$ cat config.mk
export PLATFORM = sky130hd
export DESIGN_NAME = apb2_arbiter
export DESIGN_NICKNAME = d
export VERILOG_FILES = /design/src/rtl/apb2_arbiter_pkg.sv /design/src/rtl/apb2_arbiter_rr.sv /design/src/rtl/apb2_arbiter.sv
export SDC_FILE = /design/constraint.sdc
export NUM_CORES = 1
export LEC_CHECK = 0
export BUFFER_PORTS_ARGS = -buffer_cell sky130_fd_sc_hd__buf_4
export CORE_MARGIN = 2
export CORE_UTILIZATION = 25
export DETAILED_ROUTE_END_ITERATION = 10
export HOLD_SLACK_MARGIN = 0.05
export PLACE_DENSITY = 0.64
export SKIP_LAST_GASP = 1
export SLEW_MARGIN = 20
export SYNTH_ARGS = -nofsm -noshare
export SYNTH_HDL_FRONTEND = slang
export SYNTH_SLANG_ARGS = --single-unit
$ cat constraint.sdc
create_clock -name PCLK -period 3.8 [get_ports PCLK]
set_input_delay 0.57 -clock PCLK [delete_from_list [all_inputs] [get_ports PCLK]]
set_output_delay 0.57 -clock PCLK [all_outputs]
set_load 0.01 [all_outputs]
$ cat src/rtl/apb2_arbiter_pkg.sv
// Shared APB2 master definitions: FSM state encodings and a pointer-width helper,
// kept here so other APB2 masters can reuse the same encodings.
package apb2_arbiter_pkg;

    localparam logic [1:0] ST_IDLE   = 2'd0;
    localparam logic [1:0] ST_SETUP  = 2'd1;
    localparam logic [1:0] ST_ENABLE = 2'd2;

    // A single requester still needs a one-bit pointer.
    function automatic int ptr_bits(int n);
        return (n > 1) ? $clog2(n) : 1;
    endfunction

endpackage

$ cat src/rtl/apb2_arbiter_rr.sv
// Combinational round-robin selector: one-hot grant of the first request found
// searching upward from (pointer + 1), wrapping to index 0.
module rr_priority_select
    import apb2_arbiter_pkg::*;
#(
    parameter int N  = 4,
    parameter int PW = ptr_bits(N)
) (
    input  logic [N-1:0]  request,
    input  logic [PW-1:0] pointer,
    output logic [N-1:0]  grant,
    output logic          valid
);

    logic [N-1:0] above_ptr;
    logic [N-1:0] masked;
    logic [N-1:0] pick;

    // Prefer requests strictly above the pointer; otherwise wrap and take the lowest one.
    always_comb begin
        above_ptr = ~((N'(2) << pointer) - N'(1));
        masked    = request & above_ptr;
        pick      = (|masked) ? masked : request;
        grant     = pick & (~pick + N'(1));
        valid     = |request;
    end

endmodule

$ cat src/rtl/apb2_arbiter.sv
// Round-robin arbiter letting several requesters share one APB2 master port.
// Two-cycle transfers; a different requester can follow with no idle cycle.
module apb2_arbiter
    import apb2_arbiter_pkg::*;
#(
    parameter int REQUESTERS = 4,
    parameter int ADDR_BITS  = 8,
    parameter int DATA_BITS  = 9
) (
    input  logic                            PCLK,
    input  logic                            PRESETn,
    input  logic [REQUESTERS-1:0]           req,
    input  logic [REQUESTERS-1:0]           write,
    input  logic [REQUESTERS*ADDR_BITS-1:0] addr,
    input  logic [REQUESTERS*DATA_BITS-1:0] wdata,
    output logic [REQUESTERS-1:0]           done,
    output logic [DATA_BITS-1:0]            rdata,
    output logic                            PSEL,
    output logic                            PENABLE,
    output logic                            PWRITE,
    output logic [ADDR_BITS-1:0]            PADDR,
    output logic [DATA_BITS-1:0]            PWDATA,
    input  logic [DATA_BITS-1:0]            PRDATA
);

    localparam int PW = ptr_bits(REQUESTERS);

    logic [1:0]            state;
    logic [PW-1:0]         rr_ptr;
    logic [REQUESTERS-1:0] cur_grant;
    logic [REQUESTERS-1:0] arb_req;
    logic [REQUESTERS-1:0] next_grant;
    logic                  next_valid;
    logic [PW-1:0]         next_idx;
    logic                  next_write;
    logic [ADDR_BITS-1:0]  next_addr;
    logic [DATA_BITS-1:0]  next_wdata;

    // The finishing requester sits out the back-to-back decision, so a repeat costs one IDLE cycle.
    assign arb_req = (state == ST_ENABLE) ? (req & ~cur_grant) : req;

    rr_priority_select #(
        .N  (REQUESTERS),
        .PW (PW)
    ) u_select (
        .request (arb_req),
        .pointer (rr_ptr),
        .grant   (next_grant),
        .valid   (next_valid)
    );

    always_comb begin
        next_idx   = '0;
        next_write = 1'b0;
        next_addr  = '0;
        next_wdata = '0;
        for (int i = 0; i < REQUESTERS; i++) begin
            if (next_grant[i]) begin
                next_idx   = PW'(i);
                next_write = write[i];
                next_addr  = addr[i*ADDR_BITS +: ADDR_BITS];
                next_wdata = wdata[i*DATA_BITS +: DATA_BITS];
            end
        end
    end

    assign rdata = (state == ST_ENABLE) ? PRDATA : '0;

    // IDLE and ENABLE both arbitrate; SETUP always advances to ENABLE.
    always_ff @(posedge PCLK) begin
        if (!PRESETn) begin
            state     <= ST_IDLE;
            rr_ptr    <= PW'(REQUESTERS - 1);
            cur_grant <= '0;
            PSEL      <= 1'b0;
            PENABLE   <= 1'b0;
            PWRITE    <= 1'b0;
            PADDR     <= '0;
            PWDATA    <= '0;
            done      <= '0;
        end else begin
            case (state)
                ST_SETUP: begin
                    state   <= ST_ENABLE;
                    PENABLE <= 1'b1;
                    done    <= cur_grant;
                end
                ST_IDLE, ST_ENABLE: begin
                    done    <= '0;
                    PENABLE <= 1'b0;
                    if (next_valid) begin
                        state     <= ST_SETUP;
                        PSEL      <= 1'b1;
                        cur_grant <= next_grant;
                        rr_ptr    <= next_idx;
                        PWRITE    <= next_write;
                        PADDR     <= next_addr;
                        PWDATA    <= next_wdata;
                    end else begin
                        state <= ST_IDLE;
                        PSEL  <= 1'b0;
                    end
                end
                default: begin
                    state   <= ST_IDLE;
                    PSEL    <= 1'b0;
                    PENABLE <= 1'b0;
                    done    <= '0;
                end
            endcase
        end
    end

endmodule

Word level (Yosys, flattened, before mapping)
Index checks and enable logic that the tools add are counted.
{"block": "totals", "regBits": 32, "inputBits": 87, "out_inout_bits": 33, "wordCells": 49}
{"block": "classes", "addsub": 2, "eq_ne": 2, "n_shift": 1, "n_mux": 23, "n_bitwise": 6, "reduce_logical": 6}
{"op": "two-way mux 9 bit", "count": 5}
{"op": "two-way mux 8 bit", "count": 4}
{"op": "bitwise AND 4 bit", "count": 3}
{"op": "NOT 4 bit", "count": 3}
{"op": "two-way mux 1 bit", "count": 8}
{"op": "two-way mux 4 bit", "count": 2}
{"op": "OR reduction 4 bit", "count": 2}
{"op": "adder 4 x 1 -> 4 bit, second input constant", "count": 1}
{"op": "two-way mux 2 bit", "count": 2}
{"op": "one-hot mux 2 bit (2 select lines)", "count": 1}
{"op": "AND reduction 2 bit", "count": 2}
{"op": "left shift 2 x 2 -> 4 bit, first input constant", "count": 1}
{"op": "subtractor 4 x 2 -> 4 bit, second input constant", "count": 1}
{"op": "equality test 2 x 1 -> 1 bit, second input constant", "count": 1}
{"op": "equality test 2 bit, second input constant", "count": 1}
{"op": "logical NOT 2 bit", "count": 1}
{"op": "one-hot mux 1 bit (2 select lines)", "count": 1}
{"op": "OR reduction 2 bit", "count": 1}

Longest topological paths before layout
{"block": "depth", "ltp_word": 13, "mapped_depth": 7, "depth_no_buf": 6}

By module
A second synthesis with hierarchy kept.
{"block": "unflattened", "cells_unflattened": 203, "area_unflattened_um2": 1846.8}
{"module": "apb2_arbiter", "instances": 1, "cells_each": 186, "area_each_um2": 1747.9, "seq_area_each_um2": 620.6}
{"module": "rr_priority_select", "instances": 1, "cells_each": 17, "area_each_um2": 98.8, "seq_area_each_um2": 0.0}

Worst setup path before layout
No wires, ideal clock.
{"block": "synth_path", "path_type": "reg-to-reg", "from": "reg PENABLE (netlist name)", "to": "reg PADDR[0]", "setup_time_ps": 133, "t_arrival_ps": 1613, "t_required_ps": 3667, "setup_slack_ps": 2053, "stages_incl_launch_ff": 8, "n_path_buf": 1, "synth_period_minus_slack_ps": 1747, "path_cell_list": "dfxtp_1 -> nand3b_1 -> a22oi_4 -> o211ai_2 -> and2_2 -> nand3_2 -> buf_2 -> o22ai_1"}
{"element": "end signal, assigned", "line": "apb2_arbiter.sv:97", "source": "PADDR <= next_addr;"}
{"element": "end, declared", "line": "apb2_arbiter.sv:21", "source": "output logic [ADDR_BITS-1:0] PADDR,"}

Final worst setup path
{"block": "layout_path", "from": "reg state[0]", "to": "reg PADDR[3]"}
{"block": "layout_via", "elab_chain_cells": 12, "word_cells_on_any_way": 16, "classes_between": "add/sub (1); eq/ne (1); mux (6); bitwise (3); reduce/logical (5)"}
{"element": "start, declared", "line": "apb2_arbiter.sv:28", "source": "logic [1:0] state;"}
{"element": "start signal, assigned", "line": "apb2_arbiter.sv:72", "source": "state <= ST_IDLE;"}
{"element": "start signal, assigned", "line": "apb2_arbiter.sv:84", "source": "state <= ST_ENABLE;"}
{"element": "start signal, assigned", "line": "apb2_arbiter.sv:92", "source": "state <= ST_SETUP;"}
{"element": "equality test 2 bit", "line": "apb2_arbiter.sv:40, apb2_arbiter.sv:82"}
{"element": "two-way mux 4 bit", "line": "apb2_arbiter.sv:40", "source": "assign arb_req = (state == ST_ENABLE) ? (req & ~cur_grant) : req;"}
{"element": "bitwise AND 4 bit", "line": "apb2_arbiter_rr.sv:22", "source": "masked = request & above_ptr;"}
{"element": "OR reduction 4 bit", "line": "apb2_arbiter_rr.sv:23", "source": "pick = (|masked) ? masked : request;"}
{"element": "two-way mux 4 bit", "line": "apb2_arbiter_rr.sv:23"}
{"element": "NOT 4 bit", "line": "apb2_arbiter_rr.sv:24", "source": "grant = pick & (~pick + N'(1));"}
{"element": "adder 4 x 1 -> 4 bit", "line": "apb2_arbiter_rr.sv:24"}
{"element": "bitwise AND 4 bit", "line": "apb2_arbiter_rr.sv:24"}
{"element": "two-way mux 8 bit (4 in a row)", "line": "apb2_arbiter.sv:58", "source": "if (next_grant[i]) begin"}
Parallel ways exist; a longest one is shown, timed or not.
A chain may end at the register's enable or synchronous reset.

==> run metrics <==
Fin Clk Skew=approximately 5 ps; Switching Fraction=0.289; Max Fclk=0.463 GHz; area grow syn2layout=60.7%; Syn Area/Cell=between 9 and 10 sq um; RSZ-0062 raised after global routing=no; Power Dens Cells=364 nW/um^2; Post-synth EDFFs=0; instance count of the mapped netlist=193; dpl cell area=2700 sq um; minimum clock period=2160 ps; Die Width=between 80 and 90 um; Commonest cells post-synth=dfxtp_1, and2_1, nand2_1; Setup-failing EPs final=0; Port Buf Inserts=between 100 and 150; GP Congestion=0.786; sequential power share=0.376; Slew headroom=0.501; die area=7700 sq um; CTS Hold Bufs=0; Worst EP arrival=2350 ps; clock-pin slew on the worst setup and hold paths=70 ps; slew at the pin with the worst max-slew slack=748 ps; unique cell type count in the Yosys netlist=39; Detail Route Antenna Nets=0; Pint=approximately 730 uW; Clock Power Share=0.327; Post-CTS Resized=0; area fraction of the dominant cell type after synthesis=0.354; design area=roughly 2800 sq um; worst min-delay path class=flop to flop; Post-Synthesis Cell Area=1750 sq um; Crit Path Class=flop to flop; Sequential Area=slightly above 600 sq um; dpl cells=slightly below 400; highest ir drop seen on vdd=218 uV; setup TNS=0 ps; Tot GR Track Use=0.157; Top FF cell, synth=dfxtp_1; post-synthesis register bit count=31; setup repair bufs after CTS=0; hold path cells=2; worst hold endpoint=PSEL$_SDFFE_PN0N_; status=completed; Static Leak=1.25 nW; Tcrit/Tclk final=0.569; htree depth=2; pre-CTS setup slack=1610 ps; area occupied by multi-input gates=1040 sq um; number of global-route vias before repair=1949; Mapped Nets=280; TritonCTS buffer count=5; core region area=a little under 7000 sq um; std cell rows=30; Synth area leader=dfxtp_1; data required time of the worst path=3990 ps; max-cap violation count=0; total number of vias=between 2000 and 2500; dpl hpwl=4.77 mm; final WL=6.24 mm; Fin. Hold Viols=0; Via density=5.00; ranking of synthesized cells by area=dfxtp_1, a222oi_1, a22oi_1; post-synthesis sequential area ratio=0.354; crit-path max FO=15; most frequent cell after synthesis=dfxtp_1; Clock Tree Buf Depth=2; post-route DRC violation count=0; Reg2Reg Setup Slack=1640 ps; R2R Path Start=state[0]$_SDFF_PN0_; final layout net count=approximately 400; clk_lat worst skew=approximately 280 ps; first-pass GRT wire length=approximately 9.5 mm; antenna violations before repair=0; final worst slack=1640 ps; Final Max Tran Viols=0; Worst Hold Launch=PSEL$_SDFFE_PN0N_; switching power=296 uW; initial core utilization=0.258; CTS tree=yes; Final Non-Filler Cells=405; antenna diode count=0; Post-synth ARST share=0; grt ovf=0; R2R Path End=PADDR[3]$_SDFFE_PN0N_; Sink Count=31; ratio of cells with drive above 1 in the final layout=0.485; starting DRC count in detailed routing=150; crit end category=flop; Gate power share=0.297; worst r2r path cells=6; drt pass-1 iters=6; Ports=120; root buffer cell=clkbuf_8; Startpoint Class=flop; Die Ht=87.7 um; pin count of the biggest net entering global routing=25; Fillers=672; Avg WL per Cell=between 15 and 20 um; YS warnings=0
-- power groups by stage --
stage | clock network (mW) | registers, mW | logic [mW]
6_report | 0.336 | 0.386 | 0.305
5_1_grt | 0.357 | 0.391 | 0.332
4_1_cts | 0.343 | 0.386 | 0.307
3_5_place_dp | 0 | 0.393 | 0.306
3_3_place_gp | 0 | 0.393 | 0.303
2_1_floorplan | 0 | 0.397 | 0.153
-- cell families (layout without fill, tap and decap cells) --
group	after synthesis	after routing	synth area share
buffers and inverters	16	132	0.0507
AO/OA/AOI/OAI	81	81	0.389
flip-flops	31	31	0.354
AND/OR/NAND/NOR	65	65	0.206
-- per-layer routing --
metal / vias to the layer above / part of all wire / track usage / routed length (um)
li1: 1000 / - / - / -
met1: 922 / 0.42 / 0.204 / 2640
met2: 91 / 0.48 / 0.256 / 3020
met3: 11 / 0.078 / 0.0424 / 489
met4: 0 / 0.015 / 0.0490 / 91
met5: - / 0 / 0 / 0
-- sequential cells by signal, indices dropped and copies added (netlist names) --
name / count
PADDR: 8
PENABLE: 1
PSEL: 1
PWDATA: 9
PWRITE: 1
cur_grant: 4
done: 4
rr_ptr: 2
state: 1
-- worst max path at each step --
stage | start | slack (ps) | to
6_report | state[0]$_SDFF_PN0_ | 1640 | PADDR[3]$_SDFFE_PN0N_
5_1_grt | PENABLE$_SDFF_PN0_ | 1380 | PWDATA[1]$_SDFFE_PN0N_
4_1_cts | state[0]$_SDFF_PN0_ | 1610 | PADDR[3]$_SDFFE_PN0N_
3_5_place_dp | state[0]$_SDFF_PN0_ | 1610 | PADDR[3]$_SDFFE_PN0N_
3_3_place_gp | state[0]$_SDFF_PN0_ | 1650 | PADDR[5]$_SDFFE_PN0N_
2_1_floorplan | PENABLE$_SDFF_PN0_ | 2050 | PADDR[0]$_SDFFE_PN0N_
-- cell type report --
cell class | count | share of cell area
flip-flops and latches | 31 | 0.220
repair buffers | 120 | 0.320
clock inverters | 2 | 0.0124
inverters | 4 | 0.00533
well taps | 96 | 0.0426
multi-input cells | 146 | 0.370
clock buffers | 6 | 0.0293
-- layout by cell type (no fill, tap or decap), types with 6 or more instances in the layout --
master | netlist | final
a222oi_1 | 14 | 14
a22oi_1 | 14 | 14
and2_1 | 16 | 16
buf_4 | 2 | 120
clkbuf_8 | 0 | 6
dfxtp_1 | 31 | 31
nand2_1 | 15 | 15
nand3_1 | 6 | 6
nor2_1 | 11 | 11
o21ai_0 | 7 | 7
o22ai_1 | 14 | 14
-- critical path, stage by stage (launching register included) --
cell      delay (ps)
dfxtp_1          380
nand3b_2         360
a22oi_4          250
o211ai_2         140
a21oi_2          600
a22oi_1          150
o22ai_1          200
-- through the flow --
step | hold slack, ps | utilization | power [mW]
floorplan | 445 | - | 0.551
CTS | 456 | 0.415 | 1.04
detailed placement | 445 | 0.397 | 0.699
finish | 454 | 0.415 | 1.03
global route | 499 | 0.415 | 1.08
global placement | 454 | 0.397 | 0.696
No activity file was read; power rests on OpenSTA's default activity.
